--- src/rtl/serial_loopback_shifter.sv ---
// Parallel-to-serial-to-parallel loopback: a load/shift source register feeds a
// capture register one bit every second cycle, MSB first.
module serial_loopback_shifter #(
  parameter int unsigned M = 5
) (
  input  logic         clk,
  input  logic         reset,
  input  logic         start,
  input  logic [M-1:0] bus_in,
  output logic         active,
  output logic         shift,
  output logic         bit_out,
  output logic [M-1:0] byte_out,
  output logic         done
);

  localparam int unsigned CW = $clog2(M + 1);

  logic [M-1:0]  src_q;
  logic [M-1:0]  src_d;
  logic [M-1:0]  cap_d;
  logic [CW-1:0] cnt_q;
  logic [CW-1:0] cnt_d;
  logic          tick_q;
  logic          active_d;
  logic          done_d;

  // Shift strobe and serial bit come straight from flops, never from inputs.
  assign shift   = active & tick_q;
  assign bit_out = src_q[M-1];

  // Next-state: start has priority over a shift on the same edge.
  always_comb begin
    src_d    = src_q;
    cap_d    = byte_out;
    cnt_d    = cnt_q;
    active_d = active;
    done_d   = 1'b0;
    if (start) begin
      src_d    = bus_in;
      cnt_d    = '0;
      active_d = 1'b1;
    end else if (shift) begin
      src_d = {src_q[M-2:0], 1'b0};
      cap_d = {byte_out[M-2:0], src_q[M-1]};
      cnt_d = cnt_q + CW'(1);
      if (cnt_q == CW'(M - 1)) begin
        active_d = 1'b0;
        done_d   = 1'b1;
      end
    end
  end

  // State registers; the divide-by-2 tick free-runs out of reset.
  always_ff @(posedge clk) begin
    if (!reset) begin
      src_q    <= '0;
      byte_out <= '0;
      cnt_q    <= '0;
      tick_q   <= 1'b0;
      active   <= 1'b0;
      done     <= 1'b0;
    end else begin
      src_q    <= src_d;
      byte_out <= cap_d;
      cnt_q    <= cnt_d;
      tick_q   <= ~tick_q;
      active   <= active_d;
      done     <= done_d;
    end
  end

endmodule

--- config.mk ---
export PLATFORM = sky130hd
export DESIGN_NAME = serial_loopback_shifter
export DESIGN_NICKNAME = d
export VERILOG_FILES = /design/src/rtl/serial_loopback_shifter.sv
export SDC_FILE = /design/constraint.sdc
export NUM_CORES = 1
export LEC_CHECK = 0
export CAP_MARGIN = 20
export CORE_UTILIZATION = 40
export CTS_CLUSTER_SIZE = 40
export DETAILED_ROUTE_END_ITERATION = 12
export PLACE_DENSITY = 0.8
export SLEW_MARGIN = 20
export SYNTH_ARGS = -nofsm -noshare
export SYNTH_HDL_FRONTEND = slang
export SYNTH_SLANG_ARGS = --single-unit
--- constraint.sdc ---
create_clock -name clk -period 1 [get_ports clk]
set_clock_uncertainty 0.15 [all_clocks]
set_input_delay 0.15 -clock clk [delete_from_list [all_inputs] [get_ports clk]]
set_output_delay 0.15 -clock clk [all_outputs]
set_load 0.01 [all_outputs]
==> results by group <==
Setup path
  • Startpoint Class: flip-flop
  • Worst-path cell chain: nand2_4 > inv_2 > buf_6
  • CP max stage cell: dfxtp_2
  • Max stage delay on crit path: between 0.3 and 0.4 ns
  • Critical-path maximum fanout: 3
  • Crit path max-delay family: flip-flops
  • WP buf/inv: 2
  • Worst EP arrival: 0.84 ns
  • Reg2reg end: byte_out[3]$_SDFFE_PN0P_
  • Worst path depth: 3
  • R2R cell count: 4
  • R2r setup slk: -0.12 ns
  • Critical Path End Type: output port
  • CP Class: reg2out
  • Worst Path Required: 0.70 ns
  • Worst R2R Start: active$_SDFFE_PN0P_

Global routing
  • Initial antenna violation count: 0
  • Vias in the first global route: 576
  • GR Overflow Total: 0
  • Total track usage: 0.185
  • First-pass GRT wire length: 2420 um
  • Pin count of the biggest net entering global routing: 14

CTS
  • Root buffer cell: clkbuf_4
  • Num CTS Buffers: 3
  • Longest Clk Path Bufs: 2
  • CTS Hold Bufs: 0
  • H-tree depth: 1
  • CTS tree: yes
  • Clock Latency Late Sink: 0.28 ns
  • Sink Count: 16
  • CTS clk-pin slew, worst paths: 0.08 ns
  • Setup Buffers After CTS: 0

Logic synthesis
  • Post-Synth Simple-Gate Area: 0.176
  • Post-synthesis mux area share: 0.0626
  • Mapped Area: between 600 and 700 um^2
  • Synth Area in XOR/XNOR: 0.0274
  • Top cell type's share of synthesized area: 0.501
  • Synth cell types: 19
  • Post-synth top area cell: dfxtp_1
  • Most frequent cell after synthesis: dfxtp_1
  • Syn nets: between 80 and 90
  • EDFF count, synth: 0
  • Adder-Cell Fraction of Synth Area: 0.0391
  • Post-synthesis sequential area ratio: 0.501
  • Synth area leaders: dfxtp_1, o21ai_0, mux2i_1
  • Register bit total from synthesis: 16
  • Synth Flop Type: dfxtp_1
  • Complex-gate fraction of the synthesized area: 0.143
  • Synth cell count leaders: dfxtp_1, o21ai_0, nand2_1
  • Synth warn: 0
  • Largest family of logic cells by synthesized area: simple AND/OR/NAND/NOR gates
  • Synth Instances: 71
  • Mean Syn Cell Area: between 9 and 10 um^2
  • Ys async rst share: 0

Route
  • Starting DRT DRC Count: 8
  • WL/cell: about 13 um
  • Final WL: 1510 um
  • DRC viols: 0
  • Via-per-instance ratio: ~5.3
  • Vias: around 620
  • 1st-pass router iterations: 4
  • Routed Antenna Nets: 0

Power
  • Pwr dens: 1180 nW/um^2
  • Peak VDD IR: about 950 uV
  • Tot Pwr: 1.17 mW
  • Static leakage: about 0.44 nW

Cells and area
  • Ant diodes: 0
  • Area Growth Syn to Fin: 55.6%
  • Nets: 112
  • Final Core Density: 0.660
  • Share of cells above drive strength 1: 0.490
  • Fill cells: 136

Status
  • Status: complete, but fails checks
  • Failing checks: setup timing

STA
  • Tcrit/Tclk final: 1.14
  • Rel. slew slack: 0.840
  • Hold_ws: 0.208 ns
  • Min cycle time layout: 1.14 ns
  • Worst slew pin tran: 0.240 ns
  • Final Hold Fails: 0
  • Fin Setup TNS: -1.32 ns
  • Setup violations, final: 21
  • Worst Setup Slack, final: -0.136 ns
  • RSZ-0062 raised after global routing: yes
  • Final slew viol count: 0
  • FMAX: 881 MHz

Die
  • Die area: ~1800 um^2
  • Die Ht: 42.0 um
  • Die width: 42.0 um
  • # IOs: 17
  • Num rows: 14
  • Core area: 1510 um^2
  • Starting Density: 0.424

Placed design
  • IO buf count: 16
  • DP HPWL: 1060 um
  • RePlAce Congestion: roughly 0.8

Worst hold path
  • WHS Endpoint: src_q[0]$_SDFFE_PN0P_
  • Worst Hold Class: in2reg
  • WHS Path Cells: 3
  • Hold Crit Start: start

Job
  • Max-cap violations: 0
-- cells in the final DEF (no fill, tap or decap) --
cell             count
clkbuf_4             3
and2b_2              1
nor2_1               2
a21boi_1             1
o21ai_0             10
nand3b_4             1
nand3_1              7
nor3_2               1
a21oi_2              1
nand3_2              1
mux2i_1              4
nand3b_2             1
dfxtp_1              5
buf_2                1
dfxtp_2             11
xor2_1               1
xnor2_2              1
nand2_1              9
a21oi_1              4
a41oi_1              1
inv_2                4
dlygate4sd2_1        1
clkdlybuf4s50_1      6
ha_4                 1
buf_4               10
clkinvlp_2           1
nand2_4              1
buf_6                9
ha_2                 1
-- layout make-up --
class / count / area (um^2) / area share
Tap cell: 16 / 20.0 / 0.0201
Clock buffer: 3 / 22.5 / 0.0226
Timing Repair inverter: 1 / 5.00 / 0.00503
Multi-Input combinational cell: 49 / 348 / 0.350
Sequential cell: 16 / 334 / 0.336
Timing Repair Buffer: 27 / 250 / 0.252
Inverter: 4 / 15.0 / 0.0151
-- worst reg2reg max path, delay by kind of cell (launching register included) --
kind	cells	cell delay (ns)
AND/OR/NAND/NOR	2	0.26
AO/OA/AOI/OAI	1	0.08
flip-flops	1	0.36
buffers and inverters	1	0.16
-- report_power, final --
| group | switching, mW | internal [mW] | leakage (nW) | total (mW) |
|---|---|---|---|---|
| clock network | 0.187 | 0.140 | 0.0138 | 0.327 |
| logic | 0.0786 | 0.0880 | 0.293 | 0.167 |
| registers | 0.0157 | 0.660 | 0.136 | 0.676 |
-- metrics by stage --
step / std cells / setup WS (ns) / instance area, um^2
2_1_floorplan: 71 / -0.0105 / 648
3_3_place_gp: 111 / -0.394 / 893
3_5_place_dp: 111 / -0.468 / 893
4_1_cts: 115 / -0.141 / 960
5_1_grt: 116 / -0.175 / 995
6_report: 116 / -0.136 / 995
-- how the worst max path moves through the flow --
stage                          startpoint                        to  slack (ns)
floorplan           cnt_q[0]$_SDFFE_PP0P_     cnt_q[2]$_SDFFE_PP0P_       -0.01
global placement                    start  byte_out[0]$_SDFFE_PN0P_       -0.39
detailed placement                  start  byte_out[0]$_SDFFE_PN0P_       -0.47
CTS                     tick_q$_SDFF_PN0_     src_q[3]$_SDFFE_PN0P_       -0.14
global route          active$_SDFFE_PN0P_                     shift       -0.18
finish                active$_SDFFE_PN0P_                     shift       -0.14
-- registers in the layout, summed over array words and instances (netlist names) --
register,count
cnt_q,3
tick_q,1
src_q,5
byte_out,5
active,1
done,1
-- layer usage --
layer,share of wire,track usage,wire (um)
met4,0.0093,0.0581,14
met2,0.59,0.375,894
met5,0,0,0
met1,0.34,0.171,515
met3,0.054,0.0517,82
-- kinds of logic after synthesis --
logic type	count (synthesis)
and+or+nand+nor	23
AOI/OAI and AO/OA	17
DFF	16
buffers and inverters	7
muxes	4
xor gates and xnor gates	2
adders and majority gates	2
-- timing repair --
item	in CTS	in global routing
endpoints found under the setup margin	24	24
gates cloned	1	1
pin swaps	5	1
resized for setup	59	6
(Power assumes the default switching activity.)
==> RTL change, RTL diff (config.mk and constraints unchanged) <==
Register the output `bit_out`, with the module's reset; this adds one clock of latency there. The other outputs are not delayed to match.
--- a/src/rtl/serial_loopback_shifter.sv
+++ b/src/rtl/serial_loopback_shifter.sv
@@ -28,5 +28,11 @@
   // Shift strobe and serial bit come straight from flops, never from inputs.
   assign shift   = active & tick_q;
-  assign bit_out = src_q[M-1];
+  always_ff @(posedge clk) begin
+    if (!reset) begin
+      bit_out <= '0;
+    end else begin
+      bit_out <= src_q[M-1];
+    end
+  end
 
   // Next-state: start has priority over a shift on the same edge.
Check against the original RTL: not equivalent (Yosys sat finds a counterexample within 4 cycles, from zero or initial values and one cycle with reset low).
==> RTL change against the original RTL <==
- the run still ends with negative setup slack left
- setup slack worse by 0.028 ns
- synthesized cell count up 2.8%
- wire length up 17%
- design area up 3.8%
- total power up 6.7%
- area after synthesis up 3.3%
- die area up 3.2%
- sequential cell count up 1
- register-to-register slack worse by 0.03 ns
- sequential power up 5.9%
- critical path depth unchanged
- largest power group unchanged
- highest routed layer unchanged
==> RTL change: results <==
[routing]
drt_iter0_drc = 6
drt-total-wl_mm = 1.77
via_count = 657

[clocking]
clock_pin_transition_on_the_worst_setup_and_hold_timing_paths_ns = 0.10

[logic_synthesis]
netlist_top_cells_count = "dfxtp_1, o21ai_0, nand2_1, nand3_1"
synth.distinct_cells = 18
synthesis.nets = 83
seq_area_frac_synth_pct = 51.5
netlist_top_cells_area = "dfxtp_1, o21ai_0, mux2i_1, nand3_1, nand2_1"

[timing]
setup_violations = 23
slew_at_the_pin_with_the_worst_max_slew_slack_ns = 0.294
fin_worst_setup_slack_ns = -0.164

[pwr]
power.ir.vdd_worst_uv = 924
leakage_nw = 0.477
switching_share_pct = 24.9

[place]
detailedPlacementHpwl_mm = 1.00
finalWeightedCongestion = 0.793
place_worst_setup_slack_ns = -0.448
postPlaceCellArea_um2 = 902

[global_route]
global_route_wire_length_before_repair_mm = 2.72
grt.total_usage_pct = 20.3
grt_pass1_vias = 612

[run_status]
run_status = "complete, but fails checks"
failing_checks = "negative setup slack"

[setup_path]
timing.critical_path.arrival_ns = 0.86
worst-path-max-fanout = 4

[cells_and_area]
final_layout_size_suffix_gt1_share_pct = 48.1
==> RTL change: cells by family after synthesis <==
| family | Yosys count | share of synthesized area (%) |
|---|---|---|
| fa+ha+maj | 2 | 3.79 |
| compound gates | 17 | 13.8 |
| xor+xnor | 2 | 2.65 |
| buf+inv | 8 | 5.11 |
| flops | 17 | 51.5 |
| simple gates | 23 | 17.0 |
| mux | 4 | 6.06 |
==> RTL change: what timing repair did <==
action	in CTS	in global routing
endpoints found under the setup margin	24	25
pin swaps	3	3
gates resized for setup	60	9
cloned	2	0
buffers inserted	3	0
==> RTL change: stage by stage <==
step	cells	power [mW]	TNS [ns]
final	120	1.25	-1.99
after global routing	120	1.31	-2.85
after CTS	120	1.26	-1.82
after detailed placement	111	0.873	-7.50
after global placement	111	0.867	-7.02
after floorplan	73	0.800	-0.0199
==> RTL change: critical path: stages, from the launching register on <==
cell and delay [ns]:
dfxtp_4 0.37, nand2_4 0.06, inv_2 0.03, buf_6 0.10
==> RTL change: cell type report <==
cell class | count | area, um^2 | share of cell area, %
timing repair inverter | 1 | 5.00 | 0.485
clock buffer | 4 | 26.3 | 2.55
sequential | 17 | 357 | 34.5
multi-input combinational | 49 | 360 | 34.9
inverter | 5 | 18.8 | 1.82
tap | 16 | 20.0 | 1.94
timing repair buffer | 28 | 245 | 23.8
==> RTL change: final timing paths <==
check / slack [ns] / depth (start not counted) / startpoint / to
min reg2reg: 0.34 / 2 / src_q[4]$_SDFFE_PN0P_ / bit_out$_SDFF_PN0_
max reg2reg: -0.15 / 4 / cnt_q[1]$_SDFFE_PP0P_ / cnt_q[2]$_SDFFE_PP0P_
max: -0.16 / 3 / active$_SDFFE_PN0P_ / shift
min: 0.24 / 3 / start / src_q[0]$_SDFFE_PN0P_
==> RTL change: power groups by stage <==
stage          logic (mW)  registers, mW  clock network [mW]
5_1_grt             0.176          0.720               0.413
4_1_cts             0.154          0.718               0.386
3_5_place_dp        0.138          0.734                   0
2_1_floorplan      0.0629          0.737                   0
3_3_place_gp        0.135          0.733                   0
6_report            0.163          0.716               0.368
==> RTL change: layer usage <==
layer / vias to the layer above / global-route usage (%) / wire [um]
met5: - / 0 / 0
met4: 0 / 8.75 / 14
met3: 2 / 6.47 / 61
met2: 19 / 33.3 / 1010
met1: 322 / 24.1 / 677
li1: 314 / - / -
